### config.mk
export PLATFORM = sky130hd
export DESIGN_NAME = fifo_ctrl
export DESIGN_NICKNAME = d
export VERILOG_FILES = /design/src/rtl/fifo_ctrl_pkg.sv /design/src/rtl/rr_arbiter3.sv /design/src/rtl/fifo_ctrl.sv
export SDC_FILE = /design/constraint.sdc
export NUM_CORES = 1
export LEC_CHECK = 0
export ABC_AREA = 1
export ABC_CLOCK_PERIOD_IN_PS = 1600
export CAP_MARGIN = 0
export CORE_MARGIN = 4
export CORE_UTILIZATION = 40
export CTS_BUF_LIST = sky130_fd_sc_hd__clkbuf_16
export DETAILED_ROUTE_END_ITERATION = 8
export PLACE_DENSITY = 0.78
export SLEW_MARGIN = 40
export SYNTH_ARGS = -nofsm -noshare
export SYNTH_HDL_FRONTEND = slang
export SYNTH_SLANG_ARGS = --single-unit
### constraint.sdc
create_clock -name clk_i -period 1.6 [get_ports clk_i]
set_input_delay 0.16 -clock clk_i [delete_from_list [all_inputs] [get_ports clk_i]]
set_output_delay 0.16 -clock clk_i [all_outputs]
set_load 0.1 [all_outputs]
### src/rtl/fifo_ctrl_pkg.sv
// Shared definitions for the FIFO access controller: FSM states and arbitration source IDs.
package fifo_ctrl_pkg;

    typedef enum logic [2:0] {
        IDLE,
        WR_SETUP,
        WR_STROBE,
        WR_RELEASE,
        RD_STROBE,
        RD_RELEASE,
        RD_CAPTURE
    } state_t;

    typedef enum logic [1:0] {
        SRC_W0 = 2'd0,
        SRC_W1 = 2'd1,
        SRC_R  = 2'd2
    } src_t;

    localparam int unsigned NUM_SRC = 3;

    // Pointer value that follows a one-hot grant (rotates W0 -> W1 -> R -> W0).
    function automatic src_t next_src(input logic [NUM_SRC-1:0] grant);
        if (grant[0])      return SRC_W1;
        else if (grant[1]) return SRC_R;
        else               return SRC_W0;
    endfunction

endpackage

### src/rtl/rr_arbiter3.sv
// Three-way round-robin arbiter: one-hot grant, pointer advances past the winner on accept.
module rr_arbiter3
    import fifo_ctrl_pkg::*;
(
    input  logic               clk,
    input  logic               rst_n,
    input  logic [NUM_SRC-1:0] req,
    input  logic               accept,
    output logic [NUM_SRC-1:0] grant
);

    src_t ptr;

    always_comb begin
        grant = '0;
        unique case (ptr)
            SRC_W0: begin
                if (req[0])      grant = 3'b001;
                else if (req[1]) grant = 3'b010;
                else if (req[2]) grant = 3'b100;
            end
            SRC_W1: begin
                if (req[1])      grant = 3'b010;
                else if (req[2]) grant = 3'b100;
                else if (req[0]) grant = 3'b001;
            end
            default: begin
                if (req[2])      grant = 3'b100;
                else if (req[0]) grant = 3'b001;
                else if (req[1]) grant = 3'b010;
            end
        endcase
    end

    always_ff @(posedge clk or negedge rst_n) begin
        if (!rst_n) begin
            ptr <= SRC_W0;
        end else if (accept && (|grant)) begin
            ptr <= next_src(grant);
        end
    end

endmodule

### src/rtl/fifo_ctrl.sv
// Sequences two writers and one reader onto a single-ported FIFO with round-robin access,
// stretched strobes and a running fill level.
module fifo_ctrl
    import fifo_ctrl_pkg::*;
#(
    parameter int unsigned data_width = 8,
    parameter int unsigned log2_addr  = 3
) (
    input  logic                  clk_i,
    input  logic                  n_reset_i,
    input  logic                  req0_i,
    input  logic                  req1_i,
    input  logic [data_width-1:0] data0_i,
    input  logic [data_width-1:0] data1_i,
    output logic                  ack0_o,
    output logic                  ack1_o,
    input  logic                  rd_req_i,
    output logic [data_width-1:0] rd_data_o,
    output logic                  rd_valid_o,
    output logic [data_width-1:0] fifo_data_o,
    output logic                  fifo_wr_o,
    output logic                  fifo_rd_o,
    input  logic [data_width-1:0] fifo_data_i,
    input  logic                  fifo_empty_i,
    input  logic                  fifo_full_i,
    output logic [log2_addr:0]    level_o,
    output logic                  busy_o
);

    localparam int unsigned depth = 1 << log2_addr;
    localparam logic [log2_addr:0] level_max = depth[log2_addr:0];

    state_t             state;
    state_t             state_nxt;
    logic [NUM_SRC-1:0] elig;
    logic [NUM_SRC-1:0] grant;
    logic               accept;
    logic               wr_w1;

    // Full/empty only matter while IDLE; the arbiter is only accepted there.
    assign elig = {rd_req_i & ~fifo_empty_i, req1_i & ~fifo_full_i, req0_i & ~fifo_full_i};

    rr_arbiter3 u_arb (
        .clk    (clk_i),
        .rst_n  (n_reset_i),
        .req    (elig),
        .accept (accept),
        .grant  (grant)
    );

    always_comb begin
        state_nxt = state;
        accept    = 1'b0;
        unique case (state)
            IDLE: begin
                if (grant[SRC_R]) begin
                    state_nxt = RD_STROBE;
                    accept    = 1'b1;
                end else if (grant[SRC_W0] || grant[SRC_W1]) begin
                    state_nxt = WR_SETUP;
                    accept    = 1'b1;
                end
            end
            WR_SETUP:   state_nxt = WR_STROBE;
            WR_STROBE:  state_nxt = WR_RELEASE;
            WR_RELEASE: state_nxt = IDLE;
            RD_STROBE:  state_nxt = RD_RELEASE;
            RD_RELEASE: state_nxt = RD_CAPTURE;
            RD_CAPTURE: state_nxt = IDLE;
            default:    state_nxt = IDLE;
        endcase
    end

    // Strobes and pulses are registered from the next state so they align with the state itself.
    always_ff @(posedge clk_i or negedge n_reset_i) begin
        if (!n_reset_i) begin
            state       <= IDLE;
            wr_w1       <= 1'b0;
            fifo_data_o <= '0;
            fifo_wr_o   <= 1'b0;
            fifo_rd_o   <= 1'b0;
            ack0_o      <= 1'b0;
            ack1_o      <= 1'b0;
            rd_valid_o  <= 1'b0;
            rd_data_o   <= '0;
            level_o     <= '0;
        end else begin
            state      <= state_nxt;
            fifo_wr_o  <= (state_nxt == WR_STROBE);
            fifo_rd_o  <= (state_nxt == RD_STROBE);
            ack0_o     <= (state_nxt == WR_RELEASE) && !wr_w1;
            ack1_o     <= (state_nxt == WR_RELEASE) && wr_w1;
            rd_valid_o <= (state_nxt == RD_CAPTURE);

            if (state == IDLE) begin
                if (grant[SRC_W0]) begin
                    fifo_data_o <= data0_i;
                    wr_w1       <= 1'b0;
                end else if (grant[SRC_W1]) begin
                    fifo_data_o <= data1_i;
                    wr_w1       <= 1'b1;
                end
            end

            if (state_nxt == RD_CAPTURE) begin
                rd_data_o <= fifo_data_i;
            end

            if (state == WR_STROBE && level_o != level_max) begin
                level_o <= level_o + 1'b1;
            end else if (state == RD_RELEASE && level_o != '0) begin
                level_o <= level_o - 1'b1;
            end
        end
    end

    assign busy_o = (state != IDLE);

    a_no_overflow : assert property (@(posedge clk_i) disable iff (!n_reset_i)
        !(state == WR_STROBE && level_o == level_max));
    a_no_underflow : assert property (@(posedge clk_i) disable iff (!n_reset_i)
        !(state == RD_RELEASE && level_o == '0));
    a_strobe_excl : assert property (@(posedge clk_i) disable iff (!n_reset_i)
        !(fifo_wr_o && fifo_rd_o));

endmodule

* Word-level counts from Yosys, hierarchy flattened
Index checks and enable logic that the tools add are counted.
Cells by class: add/sub/neg operators 2, multipliers 0, divide/modulo/power cells 0, order comparisons 0, equality and inequality tests 10, shift operators 0, multiplexer cells 24, bitwise operators 5, reductions and logical operators 15
Operators with widths (count):
- $mux W3 | 9
- $mux W8 | 2
- $pmux W3 S5 | 1
- $eq A3 B3 Y1 const B | 4
- $eq A3 B2 Y1 const B | 3
- $mux W4 | 2
- $mux W1 | 6
- $mux W2 | 3
- $pmux W3 S2 | 1
- $logic_and A1 B1 Y1 | 5
- $add A4 B1 Y4 const B | 1
- $ne A4 B4 Y1 const B | 1
- $reduce_bool A2 Y1 | 2
- $reduce_bool A4 Y1 | 1
- $sub A4 B1 Y4 const B | 1
- $and A1 B1 Y1 | 3
- $eq A3 B1 Y1 const B | 1
- $logic_not A3 Y1 | 1
- $reduce_bool A3 Y1 | 1
- $reduce_or A3 Y1 | 1
- $eq A2 B1 Y1 const B | 1
- $logic_not A2 Y1 | 1
- $not A1 Y1 | 2
- $reduce_and A2 Y1 | 1
- other kinds (2) | 2
Word-level totals: register bits 31, latch bits 0, memory bits (writable) 0, memory bits (read-only) 0, bits of input ports 31, output and inout bits 26, memories 0

* Depth between registers and ports, before layout
Gate-level depths: netlist of run 1.
depth after elaboration 12, depth in mapped cells 12, gate-level depth less buffers 12

* Modules after synthesis
A second synthesis of run 1 with hierarchy kept.
Unflattened totals: cells, all modules 182, area total of the unflattened synthesis 1514.0 sq um
By module, submodules not included:
- fifo_ctrl | instances 1, cells an instance 155, area an instance 1343.8 sq um, seq. area each 725.7 sq um
- rr_arbiter3 | instances 1, cells an instance 27, area an instance 170.2 sq um, seq. area each 50.0 sq um

* Least setup slack after synthesis of run 1
OpenSTA, ideal clock, no wires.
path type reg2reg, from register level_o[3], to register level_o[3], library setup time 0.121 ns, data arrival time 2.227 ns, data required time 1.479 ns, slack -0.748 ns, stages on the path, launching flop included 9, path buffers 0, clock period less this slack 2.348 ns, path through dfrtp_1 -> inv_1 -> o21bai_4 -> ha_1 -> and3_1 -> nor2_1 -> o211ai_1 -> nand3_1 -> nand2_1
Between the ends: word-level cells in the longest chain between the ends 3, elaborated cells on any way between the ends 9, classes of those cells 2 x add/sub; 1 x eq/ne; 2 x mux; 4 x reduce/logical
RTL lines:
- start, declared | RTL line fifo_ctrl.sv:26 | output logic [log2_addr:0] level_o,
- start signal, assigned | RTL line fifo_ctrl.sv:110 | level_o <= level_o + 1'b1;
- start signal, assigned | RTL line fifo_ctrl.sv:112 | level_o <= level_o - 1'b1;
- $sub A4 B1 Y4 (tied with other cells) | RTL line fifo_ctrl.sv:112
- $mux W4 (tied with other cells) | RTL line fifo_ctrl.sv:111 | end else if (state == RD_RELEASE && level_o != '0) begin
- $mux W4 or $reduce_bool A2 Y1 (tied branches)
Parallel ways exist; a longest one is shown, timed or not. The select of a mux whose other input is x is not followed. A chain may end at the register's enable or synchronous reset.

* Worst setup path after layout of run 1
from register level_o[1], to register level_o[3]
Same word-level chain as after synthesis.

==> key figures, run 1 <==
Floorplanning
  – Die Span Y: 71.6 um
  – Core ar.: 3800 um2
  – Floorplan row count: 22
  – I/O pin count: 57
  – Die Width: 71.6 um
  – Die ar.: a little over 5000 um2
  – Starting Density: 42.7%

Setup path
  – Crit path DAT: 2010 ps
  – Beginning of the critical path: level_o[1]
  – Reg2reg end: level_o[3]
  – Worst R2R Start: level_o[1]
  – Crit end category: flip-flop
  – Crit path required time: 1760 ps
  – Crit path cell chain: nor2_4, nand2_2, o21bai_4, ha_4, nand2_1, nand2_2, nor2_4, inv_2, nand2_1, nand2_1, nand2_1, nand2_1
  – Max incr delay on CP: 480 ps
  – Slowest cell on crit path: dfrtp_4
  – Worst-path maximum fanout: 4
  – CP Class: flip-flop to flip-flop
  – Worst R2R Path Depth: 12
  – Nature of the critical path startpoint: flip-flop
  – Crit path max-delay family: simple AND/OR/NAND/NOR gates
  – CP endpoint: level_o[3]
  – FF-to-FF setup slack: -250 ps
  – Worst Path Buf+Inv: 1
  – Cell mode on critical path: nand2_1
  – Crit path depth: 12

Clock tree
  – CTS tree: done
  – CTS buffer count: 5
  – Worst skew pair latency: 270 ps
  – TritonCTS Sinks: 31
  – Max Root-Sink Buffers: 2
  – Clock root cell: clkbuf_16
  – H-tree Lvls: 2
  – Register clock-pin slew on the reported worst setup and hold paths: 50 ps

Synthesis
  – #FFs+latches synth: 31
  – Syn nets: ~230
  – Seq/Total Area, Yosys: between 40% and 50%
  – Syn Inst Count: 193
  – Post-synthesis average cell area: 8.40 um2
  – Post-synthesis cell area: about 1600 um2
  – Synth Warn #: 0
  – Count of cell types in the netlist: 26

Cells and area
  – # fillers: roughly 250
  – Most common cell after layout, fill and taps aside: nand2_1
  – Synthesis-to-layout area growth: 78.3%
  – Highest-count cells in the layout ignoring fill and taps: 74 x nand2_1, 30 x clkdlybuf4s50_1, 27 x dfrtp_1
  – Post-Layout Cell Count: approximately 320
  – Proportion of layout cells with a drive suffix above 1: 34.8%
  – Ant. Diodes: 0
  – Fin nets: 309

Global route
  – Global-route wire length before repair: 6750 um
  – Gr usage total: around 17%
  – Vias in the first global route: 1525
  – Largest net degree at the start of global routing: 15
  – GRT overflow: 0
  – Initial antenna violation count: 0

Outcome
  – Failing checks: negative setup slack
  – Status: complete, but fails checks

Timing
  – Post-route setup slack: -248 ps
  – Layout Skew: 3.90 ps
  – Setup TNS: -751 ps
  – Setup-failing EPs final: 4
  – Worst Tran Pin Value: 472 ps
  – Final Critical Period: about 1800 ps
  – RSZ-0062 raised after global routing: true
  – Fin. max-slew vios: 0
  – Final Hold Fails: 0
  – Slew HR: 68.5%
  – Max Fclk: 0.541 GHz
  – Fin crit share: 116%

Routing
  – DRC Markers: 0
  – Router iterations before antenna repair: 4
  – Vias: 1571
  – Final wirelength: slightly above 4000 um
  – Top Metal Used: met4
  – Met3 routed WL: between 200 and 300 um
  – Vias/cell: 4.85
  – Met1 wire length: 1630 um
  – Met2 WL: 2110 um
  – Final ANT Viol Nets: 0
  – Drt first-iter violations: 80
  – Average wire per standard cell: 12.8 um

Min path
  – Hold crit path type: input pin to asynchronous set/reset pin

Placement
  – Post-DP HPWL: 3090 um
  – Place WS: -257 ps
  – Final Wtd Congestion: 0.830
  – Placed Cells: 312
  – Port buffer count: 56

Job
  – Max cap viols: 0
[timing repair]
action / 4_1_cts / 5_1_grt
endpoints found under the hold margin: 0 / 0
gates resized for setup: 8 / 5
hold buffers: 0 / 0
pin swaps: 8 / 7
buffers inserted: 2 / 3
endpoints found under the setup margin: 3 / 6
[synth_stat cells, drive strengths merged]
| cell | n | area share, % |
|---|---|---|
| o21ai | 5 | 1.5 |
| fa | 1 | 1.2 |
| and3 | 1 | 0.39 |
| inv | 18 | 4.3 |
| buf | 3 | 1.5 |
| o21bai | 1 | 1.2 |
| o211ai | 1 | 0.46 |
| nand4 | 1 | 0.39 |
| xor2 | 2 | 1.1 |
| nand2 | 88 | 24 |
| dfrtp | 31 | 48 |
| a21oi | 1 | 1.0 |
| nand3 | 25 | 8.6 |
| nor2 | 13 | 4.7 |
| ha | 2 | 1.5 |
[per-stage QoR]
stage | area, um2 | hold WS, ps | utilization (%)
after floorplan | 1660 | -136 | -
after global routing | 2890 | 238 | 76.1
after global placement | 2650 | 434 | 69.7
after CTS | 2860 | 212 | 75.2
final | 2890 | 214 | 76.1
after detailed placement | 2650 | 438 | 69.7
[worst min-delay path by stage]
| stage | end | from | slack (ps) | depth (start not counted) |
|---|---|---|---|---|
| after floorplan | ack0_o | n_reset_i | -140 | 0 |
| after global placement | ack0_o | wr_w1 | 430 | 1 |
| after detailed placement | ack0_o | wr_w1 | 440 | 1 |
| after CTS | state[1] | n_reset_i | 210 | 1 |
| after global routing | level_o[0] | n_reset_i | 240 | 1 |
| final | level_o[1] | n_reset_i | 210 | 1 |
[worst register-to-register path, delay by kind of cell (launching register included)]
family / cells / cell delay, ps
AND/OR/NAND/NOR: 9 / 730
flip-flops: 1 / 480
adder cells (fa/ha/maj): 1 / 250
AO/OA/AOI/OAI: 1 / 240
buffers and inverters: 1 / 40
[per-layer routing]
| layer | global-route usage, % | vias up |
|---|---|---|
| li1 | - | 772 |
| met1 | 20.0 | 727 |
| met2 | 29.0 | 61 |
| met3 | 3.65 | 11 |
| met4 | 9.19 | 0 |
| met5 | 0 | - |
[flip-flops by register name, indices dropped and copies added, names as in the netlist]
signal       flops
fifo_rd_o        1
state            3
fifo_wr_o        1
wr_w1            1
ack0_o           1
u_arb.ptr        2
rd_valid_o       1
ack1_o           1
level_o          4
rd_data_o        8
fifo_data_o      8
[cells by family after synthesis]
logic type / after synthesis / synth area share (%)
compound gates: 8 / 4.17
buf+inv: 21 / 5.79
fa+ha+maj: 3 / 2.78
flops: 31 / 47.9
simple gates: 128 / 38.3
xor+xnor: 2 / 1.08
[cell type report]
cell class | instances | area, um2 | share of cell area [%]
timing repair buffer | 78 | 993 | 34.4
multi-input combinational | 141 | 811 | 28.1
clock inverter | 3 | 38.8 | 1.34
sequential | 31 | 791 | 27.4
tap | 48 | 60.1 | 2.08
clock buffer | 5 | 125 | 4.33
inverter | 18 | 70.1 | 2.43
Power of run 1 is left out: the tool's default activity adds up to more than one toggle a clock period on the data nets, which glitch-free logic cannot reach.
==> inputs of run 2 (changes only) <==
CORE_MARGIN = not set   (was 4)
==> key figures, run 2 (same netlist as run 1, synthesis figures left out) <==
Min path
  – Hold crit path type: input pin to asynchronous set/reset pin

Setup path
  – Crit path DAT: 1960 ps
  – FF-to-FF setup slack: -190 ps
  – Reg2reg end: level_o[3]
  – Beginning of the critical path: level_o[0]
  – Worst R2R Path Depth: 11
  – Crit end category: flip-flop
  – Nature of the critical path startpoint: flip-flop
  – Crit path required time: 1760 ps
  – CP Class: flip-flop to flip-flop
  – Worst-path maximum fanout: 3
  – Worst R2R Start: level_o[0]

Floorplanning
  – Floorplan row count: 22
  – I/O pin count: 57
  – Die Span Y: 65.6 um
  – Starting Density: 43.0%
  – Die ar.: 4310 um2
  – Core ar.: about 3800 um2
  – Die Width: approximately 66 um

Routing
  – Average wire per standard cell: 13.1 um
  – Vias: 1565
  – Router iterations before antenna repair: 4
  – Final ANT Viol Nets: 0
  – Final wirelength: ~4200 um
  – Vias/cell: 4.88
  – DRC Markers: 0
  – Drt first-iter violations: 70

Global route
  – Met1 usage: 24.6%
  – Initial antenna violation count: 0
  – Global-route wire length before repair: 6980 um
  – Largest net degree at the start of global routing: 32
  – Grt met2 use: 39.3%
  – Gr busiest metal: met2
  – GR Util met3: 4.17%
  – Vias in the first global route: 1586
  – GRT overflow: 0
  – Gr usage total: 22.2%

Timing
  – RSZ-0062 raised after global routing: true
  – Slew HR: 73.6%
  – Worst Tran Pin Value: 396 ps
  – Final Hold Fails: 0
  – Fin. max-slew vios: 0
  – Final Critical Period: 1790 ps
  – Layout Skew: 7.47 ps
  – Post-route setup slack: -194 ps
  – Setup-failing EPs final: 4
  – Setup TNS: -524 ps
  – Max Fclk: 0.557 GHz
  – Fin crit share: 112%

Outcome
  – Status: complete, but fails checks
  – Failing checks: negative setup slack

Placement
  – Final Wtd Congestion: 0.856
  – Post-DP HPWL: 2780 um
  – Port buffer count: 56
  – DP Area: 2640 um2

Cells and area
  – Proportion of layout cells with a drive suffix above 1: about a third
  – Highest-count cells in the layout ignoring fill and taps: 74 x nand2_1, 30 x clkdlybuf4s50_1, 27 x dfrtp_1
  – Most common cell after layout, fill and taps aside: nand2_1
  – Top flop regs: fifo_data_o: 8 flops, rd_data_o: 8 flops, level_o: 4 flops
  – Ant. Diodes: 0
  – Synthesis-to-layout area growth: 76.0%
  – Fin nets: 307
  – Post-layout instance area: 2850 um2

Clock tree
  – Hold_buf cts: 0
  – H-tree Lvls: 2
  – Register clock-pin slew on the reported worst setup and hold paths: 50 ps
  – Worst skew pair latency: 280 ps
  – Max Root-Sink Buffers: 2
  – CTS buffer count: 5
  – TritonCTS Sinks: 31
  – CTS tree: done
  – Clock root cell: clkbuf_16

Job
  – Max cap viols: 0
run 2: final cells by class:
cell class	count	area, um2
timing repair buffer	76	975
fill	250	920
multi-input combinational	141	822
sequential	31	791
clock buffer	5	125
inverter	18	70.1
tap	48	60.1
clock inverter	2	8.76
run 2: worst max-delay path, cell delays in order (launching register included):
cell	delay (ps)
dfrtp_4	480
nor2_4	110
nand2_2	80
o21bai_4	200
ha_4	240
and3_4	170
nor2_4	100
inv_1	50
nand2_1	70
nand2_1	60
nand2_1	70
nand2_1	50
run 2: worst max path at each step:
stage            endpoint  slack, ps  cells past startpoint
6_report       level_o[3]       -190                     11
2_1_floorplan  level_o[3]       -350                     11
5_1_grt        level_o[3]       -260                      9
3_5_place_dp   level_o[3]       -190                     11
4_1_cts        level_o[3]       -160                     11
3_3_place_gp   level_o[3]       -110                     11
run 2: through the flow:
stage | hold slack, ps | instances | util (%) | worst slack, ps
after CTS | 294 | 322 | 75.4 | -161
after global placement | 436 | 311 | 70.0 | -109
after floorplan | -136 | 193 | - | -353
after global routing | 325 | 321 | 75.6 | -260
final | 278 | 321 | 75.6 | -194
after detailed placement | 443 | 311 | 70.0 | -193
run 2: what timing repair did:
item                                    CTS  global route
pin swaps                                 7             2
endpoints found under the setup margin    3             4
cloned                                    0             0
resized for setup                        10             4
buffers inserted                          4             0
run 2: layer usage:
layer  routed length [um]  vias up
li1                     -      765
met2                 2190       54
met5                    0        -
met3                  171       11
met1                 1720      735
met4                  132        0
Power of run 2 is left out for the same reason.
